===== config.mk =====
export PLATFORM = sky130hd
export DESIGN_NAME = pwm_duty_ctrl
export DESIGN_NICKNAME = d
export VERILOG_FILES = /design/src/rtl/pwm_pkg.sv /design/src/rtl/sw_debounce.sv /design/src/rtl/pwm_duty_ctrl.sv
export SDC_FILE = /design/constraint.sdc
export NUM_CORES = 1
export LEC_CHECK = 0
export BUFFER_PORTS_ARGS = -buffer_cell sky130_fd_sc_hd__buf_2
export CAP_MARGIN = 40
export CORE_MARGIN = 3
export CORE_UTILIZATION = 45
export CTS_CLUSTER_DIAMETER = 120
export DETAILED_ROUTE_END_ITERATION = 8
export PLACE_DENSITY = 0.59
export SETUP_SLACK_MARGIN = 0.5
export SYNTH_ARGS = -nofsm -noshare
export SYNTH_HDL_FRONTEND = slang
export SYNTH_SLANG_ARGS = --single-unit

===== constraint.sdc =====
create_clock -name clk -period 4.7 [get_ports clk]
set_clock_uncertainty 0.05 [all_clocks]
set_input_delay 0.705 -clock clk [delete_from_list [all_inputs] [get_ports clk]]
set_output_delay 0.705 -clock clk [all_outputs]
set_load 0.02 [all_outputs]

===== src/rtl/pwm_pkg.sv =====
// pwm_pkg
// Shared definitions for the red-channel PWM duty control slice.
//   CBITS_DEF    : default PWM counter width (one period = 2^CBITS cycles)
//   DUTY_W       : width of the duty level handed to the PWM generator
//   DUTY_MAX     : highest duty level
//   duty_state_t : ramp state (SETTLED, UP, DOWN)
package pwm_pkg;

  localparam int CBITS_DEF = 14;
  localparam int DUTY_W    = 3;
  localparam logic [DUTY_W-1:0] DUTY_MAX = '1;

  typedef enum logic [1:0] {
    SETTLED = 2'd0,
    UP      = 2'd1,
    DOWN    = 2'd2
  } duty_state_t;

endpackage


===== src/rtl/sw_debounce.sv =====
// sw_debounce
// One switch bit: 2-FF synchroniser followed by a debouncer. The debounced
// output takes the synchronised value once it has differed from the current
// debounced value for DEB_CYCLES consecutive cycles; any bounce back to the
// current value restarts the count.
// Ports:
//   clk   : clock
//   rst_n : asynchronous active-low reset
//   raw   : raw asynchronous switch input
//   deb   : debounced, synchronous switch value
module sw_debounce #(
  parameter int DEB_CYCLES = 50000
) (
  input  logic clk,
  input  logic rst_n,
  input  logic raw,
  output logic deb
);

  localparam int CW = (DEB_CYCLES > 1) ? $clog2(DEB_CYCLES) : 1;
  localparam logic [CW-1:0] CNT_LAST = CW'(DEB_CYCLES - 1);

  if (DEB_CYCLES < 1) begin : g_deb_chk
    $error("sw_debounce: DEB_CYCLES must be at least 1");
  end

  logic          sync_p0;
  logic          sync_p1;
  logic [CW-1:0] cnt;

  // Stage p0/p1: metastability synchroniser, then the stability counter.
  // The counter holds the number of cycles already seen with a difference,
  // so the update fires on the DEB_CYCLES-th differing cycle.
  always_ff @(posedge clk or negedge rst_n) begin
    if (!rst_n) begin
      sync_p0 <= 1'b0;
      sync_p1 <= 1'b0;
      cnt     <= '0;
      deb     <= 1'b0;
    end else begin
      sync_p0 <= raw;
      sync_p1 <= sync_p0;
      if (sync_p1 != deb) begin
        if (cnt == CNT_LAST) begin
          deb <= sync_p1;
          cnt <= '0;
        end else begin
          cnt <= cnt + CW'(1);
        end
      end else begin
        cnt <= '0;
      end
    end
  end

endmodule


===== src/rtl/pwm_duty_ctrl.sv =====
// pwm_duty_ctrl
// Control stage ahead of the red-channel PWM generator. Debounces the four
// board switches, derives a 3-bit target level (sw[0] enables, sw[3:1] is
// the level) and moves duty_lvl toward it only on PWM period boundaries.
//
// Build option:
//   DUTY_RAMP_EN defined   : duty_lvl steps one LSB every RAMP_PERIODS
//                            boundaries toward the target.
//   DUTY_RAMP_EN undefined : duty_lvl loads the target at every boundary.
//
// Ports:
//   clk          : clock, all state on posedge
//   rst_n        : asynchronous active-low reset
//   sw[3:0]      : raw switches, sw[0] = enable, sw[3:1] = requested level
//   duty_lvl     : current duty level (registered)
//   period_start : one-cycle pulse on the first cycle of each PWM period
//   busy         : high while duty_lvl differs from the target
module pwm_duty_ctrl
  import pwm_pkg::*;
#(
  parameter int CBITS        = CBITS_DEF,
  parameter int DEB_CYCLES   = 50000,
  parameter int RAMP_PERIODS = 4
) (
  input  logic              clk,
  input  logic              rst_n,
  input  logic [3:0]        sw,
  output logic [DUTY_W-1:0] duty_lvl,
  output logic              period_start,
  output logic              busy
);

  if (RAMP_PERIODS < 1) begin : g_ramp_chk
    $error("pwm_duty_ctrl: RAMP_PERIODS must be at least 1");
  end

  // Saturating one-LSB step; the level never wraps.
  function automatic logic [DUTY_W-1:0] sat_step(input logic [DUTY_W-1:0] lvl,
                                                 input logic              up);
    if (up) return (lvl == DUTY_MAX) ? lvl : lvl + DUTY_W'(1);
    else    return (lvl == '0)       ? lvl : lvl - DUTY_W'(1);
  endfunction

  logic [3:0]        sw_deb;
  logic [DUTY_W-1:0] target;
  logic [CBITS-1:0]  pcnt;
  logic              boundary;
  logic [DUTY_W-1:0] duty_next;

  for (genvar i = 0; i < 4; i++) begin : g_sw
    sw_debounce #(
      .DEB_CYCLES (DEB_CYCLES)
    ) u_deb (
      .clk   (clk),
      .rst_n (rst_n),
      .raw   (sw[i]),
      .deb   (sw_deb[i])
    );
  end

  assign target   = sw_deb[0] ? sw_deb[3:1] : '0;
  // The edge on which the counter wraps is the period boundary.
  assign boundary = (pcnt == '1);

  // Stage p0: free-running period counter and period_start pulse.
  always_ff @(posedge clk or negedge rst_n) begin
    if (!rst_n) begin
      pcnt         <= '0;
      period_start <= 1'b0;
    end else begin
      pcnt         <= pcnt + CBITS'(1);
      period_start <= boundary;
    end
  end

`ifdef DUTY_RAMP_EN
  localparam int SCW = (RAMP_PERIODS > 1) ? $clog2(RAMP_PERIODS) : 1;
  localparam logic [SCW-1:0] STEP_LAST = SCW'(RAMP_PERIODS - 1);

  duty_state_t    state;
  duty_state_t    state_next;
  logic [SCW-1:0] step_cnt;
  logic [SCW-1:0] step_next;
  logic           wrong_side;

  // Target now lies on the other side of duty_lvl than the ramp direction.
  assign wrong_side = (target > duty_lvl) != (state == UP);

  always_ff @(posedge clk or negedge rst_n) begin
    if (!rst_n) state <= SETTLED;
    else        state <= state_next;
  end

  always_comb begin
    state_next = state;
    if (boundary) begin
      case (state)
        SETTLED: begin
          if (target > duty_lvl)      state_next = UP;
          else if (target < duty_lvl) state_next = DOWN;
        end
        UP, DOWN: begin
          if (target == duty_lvl)  state_next = SETTLED;
          else if (wrong_side)     state_next = (state == UP) ? DOWN : UP;
          else if (step_cnt == STEP_LAST &&
                   sat_step(duty_lvl, state == UP) == target)
                                   state_next = SETTLED;
        end
        default: state_next = SETTLED;
      endcase
    end
  end

  always_comb begin
    duty_next = duty_lvl;
    step_next = step_cnt;
    if (boundary) begin
      case (state)
        UP, DOWN: begin
          if (target == duty_lvl || wrong_side) begin
            step_next = '0;
          end else if (step_cnt == STEP_LAST) begin
            duty_next = sat_step(duty_lvl, state == UP);
            step_next = '0;
          end else begin
            step_next = step_cnt + SCW'(1);
          end
        end
        default: step_next = '0;
      endcase
    end
  end

  always_ff @(posedge clk or negedge rst_n) begin
    if (!rst_n) step_cnt <= '0;
    else        step_cnt <= step_next;
  end
`else
  always_comb begin
    duty_next = boundary ? target : duty_lvl;
  end
`endif

  // Stage p1: duty level and busy flag updated from the same edge.
  always_ff @(posedge clk or negedge rst_n) begin
    if (!rst_n) begin
      duty_lvl <= '0;
      busy     <= 1'b0;
    end else begin
      duty_lvl <= duty_next;
      busy     <= (duty_next != target);
    end
  end

endmodule

==> flow_results.org <==
** Timing
- Setup repair after global routing missed its margin :: no
- Hold Worst Slack :: a little over 0.3 ns
- Max Transition Viols Final :: 0
- In the final timing run, aggregate negative setup slack is 0 ns.
- The number of hold violations in the final report is 0.
- Period Utilization, post-route :: approximately 45%
- The routed design could run at a clock period as short as about 2.1 ns.
- For the pin with the worst max-slew slack, the measured transition is roughly 0.88 ns.
- Derived from the worst setup path, the maximum achievable clock frequency is roughly 480 MHz.
- In this run the tightest slew margin relative to its limit is 41.1%.
- Setup-failing EPs final :: 0

** Floorplanning
- Die Span X :: about 110 um
- For this configuration, the core starts out at a cell density of 47.0%.
- The region available for standard cell placement spans around 9400 um^2.
- Floorplan die height :: around 110 um
- DIE AREA :: approximately 11000 um^2
- Number of core rows :: 35
- During I/O placement, the number of pins put on the boundary was 11.

** Global routing
- Global-route usage over all layers :: approximately 15%
- Pin count of the biggest net entering global routing :: between 60 and 70
- Overall overflow remaining after global route :: 0
- The first global-routing pass estimated about 13 mm of wire.
- Number of global-route vias before repair :: approximately 2900
- The initial antenna violation count is 0.

** Finish
- Count of inserted antenna diode cells :: 0
- Share of final-layout standard cells stronger than drive strength 1 :: under 10%
- In the layout the commonest cells are 95 x dfrtp_1, 80 x nor2_1, 57 x xnor2_1, 27 x nand3_1, 26 x nand2_1.
- Leading cell type in the layout, fill and taps excluded :: dfrtp_1
- Number of nets in the final layout :: approximately 450
- Area overhead of the layout relative to synthesis :: 10.0%

** Critical path
- In this run the critical register-to-register path is captured at g_sw[0].u_deb.cnt[11].
- STA classifies the critical path startpoint as a register.
- Among cell families on the critical path, the largest total delay comes from compound AO/OA/AOI/OAI gates.
- Worst setup path startpoint :: g_sw[0].u_deb.cnt[0]
- The critical path in this run is classified as reg2reg.
- Together, buffers and inverters on the worst path number 0.
- Counting cells, the worst reg-to-reg path comes to 4.
- Walking the worst path, the cells encountered are ha_1, nand3_1, o41ai_4, nor2_1.
- Maximum fanout along the worst path :: 16
- Data arrival time at the worst-slack endpoint :: about 2.3 ns
- The largest individual stage delay along the critical path comes from the cell o41ai_4.
- Reg-to-Reg Start :: g_sw[0].u_deb.cnt[0]
- Critical Path RT :: 4.86 ns
- R2R setup slack :: 2.60 ns
- Kind of end point of the critical path :: register
- Crit-path max cell delay :: between 0.8 and 0.9 ns

** Synthesis
- Synth cell types :: 28
- Mean instance size in the synthesized netlist :: ~11 um^2
- Cells after Synth :: 420
- In this run, synthesis produced a sequential element count of between 90 and 100.
- For this run, the register share of the synthesized area comes to 53.7%.
- In this run the cell area of the synthesized design comes to approximately 4400 um^2.
- When the netlist entered floorplanning its net count stood at about 430.
- Warnings, synthesis :: 0

** Route
- Before antenna repair, the detailed router went through 4 iterations.
- In this run, the number of DRC markers left after iteration 0 of detailed routing was 121.
- Number of nets still failing antenna checks after routing :: 0
- After detailed routing, the average wire length per cell comes to 13.0 um.
- Vias per std cell :: 5.15
- Wire length after detailed routing :: about 7.4 mm
- Via count of the routed design :: about 2900
- Total DRC errors in the routed layout :: 0

** Pwr
- Leakage component of the power :: approximately 2 nW
- In this run the power density over the cells is around 330 nW/um^2.
- Highest ir drop seen on vdd :: between 150 and 200 uV

** Placed design
- During placement, the flow inserted port buffers numbering 10.
- Detailed placement ended at an HPWL of around 5.1 mm.
- Routability-driven placement finished with a final weighted congestion of about 0.84.

** CTS
- H-tree level count :: 3
- Sinks on Clock Net :: 95
- TritonCTS built the clock tree.
- Number of CTS-inserted buffers :: 9
- Buffer type at the clock tree root :: clkbuf_8
- Buffers inserted to repair hold after CTS numbered 0.
- After clock tree synthesis, the setup repair step added 0 buffers.
- In this run the deepest clock path goes through 2 buffers.
- Clock-pin slew on the worst setup and hold paths :: about 0.09 ns
- For the worst-skew pair, the clock arrives at the later sink with an insertion delay of around 0.36 ns.
- Total of cells resized after clock tree synthesis :: 0

** Hold path
- The worst hold path begins at g_sw[0].u_deb.sync_p0.
- Endpoint, Worst Hold :: g_sw[0].u_deb.sync_p1
- Along the worst hold path, the cell count comes to 0.
- The min-delay analysis places its worst path in the category reg2reg.

** Job
- Across the run, the number of max-cap violations was 0.

** Run status
- Status :: completed
worst max-delay path by stage:
| stage | endpoint | slack (ns) | depth (start not counted) |
|---|---|---|---|
| after detailed placement | g_sw[0].u_deb.cnt[15] | 2.54 | 4 |
| after CTS | g_sw[0].u_deb.cnt[11] | 2.54 | 4 |
| final | g_sw[0].u_deb.cnt[11] | 2.60 | 4 |
| after floorplan | g_sw[0].u_deb.cnt[10] | 3.00 | 4 |
| after global placement | g_sw[0].u_deb.cnt[3] | 2.56 | 4 |
| after global routing | g_sw[0].u_deb.cnt[11] | 2.40 | 4 |
synthesized netlist by cell type:
master	count	share of area [%]
a31o_2	1	0.20
ha_1	5	1.4
o41ai_4	4	2.5
xnor2_1	57	11
nor4_1	22	3.1
a32o_1	1	0.23
nor4bb_1	1	0.23
nand2_1	26	2.2
nand4_1	16	2.3
a21oi_1	1	0.11
nor3_1	18	2.0
xor2_1	17	3.4
and4_1	2	0.40
or3_1	4	0.57
nor2_1	80	6.8
o21ai_0	1	0.11
mux2_2	4	1.0
clkbuf_1	1	0.085
inv_1	21	1.8
buf_6	4	1.0
dfrtp_1	95	54
nand3_1	27	3.1
and3_1	2	0.28
nand2b_1	1	0.14
nand3b_1	3	0.51
mux2i_1	3	0.68
nor4b_2	2	0.68
nor4b_1	1	0.20
cell type report:
class	count	area [um^2]
Inverter	21	78.8
Multi-Input combinational cell	299	1920
Sequential cell	95	2380
Timing Repair Buffer	11	60.1
Tap cell	129	161
Clock inverter	5	129
Fill cell	872	4550
Clock buffer	11	141
where the power goes:
| part | internal [mW] | switching [mW] | total (mW) |
|---|---|---|---|
| Combinational | 0.0140 | 0.0324 | 0.0464 |
| Sequential | 0.828 | 0.0108 | 0.839 |
| Clock | 0.423 | 0.276 | 0.698 |
| Total | 1.27 | 0.319 | 1.58 |
layer usage:
metal  global-route usage, %  share of wire, %  vias to the layer above
li1                        -                 -                     1468
met1                    20.1                49                     1426
met2                    22.8                46                       36
met3                    3.64               3.1                       12
met4                    5.44               1.6                        0
met5                       0                 0                        -
stage by stage:
stage               area, um^2  instances  power, mW  util, %  setup WS (ns)
floorplan                 4420        420      0.881        -           3.00
global placement          4600        555      0.903     48.8           2.56
detailed placement        4600        555      0.904     48.8           2.54
CTS                       4870        571       1.61     51.7           2.54
global route              4870        571       1.65     51.7           2.40
finish                    4870        571       1.58     51.7           2.60
flip-flops by register name, summed over array words and instances (netlist names):
name / cells
g_sw.u_deb.deb: 4
pcnt: 14
busy: 1
duty_lvl: 3
period_start: 1
g_sw.u_deb.sync_p0: 4
g_sw.u_deb.cnt: 64
g_sw.u_deb.sync_p1: 4
cells by family after synthesis:
group | after synthesis | share of synthesized area [%]
multiplexers | 7 | 1.70
flip-flops | 95 | 53.7
AND/OR/NAND/NOR | 205 | 22.5
XOR/XNOR | 74 | 14.7
buffers and inverters | 26 | 2.89
adder cells (fa/ha/maj) | 5 | 1.41
AO/OA/AOI/OAI | 8 | 3.14
Power figures use the tool's default switching activity.
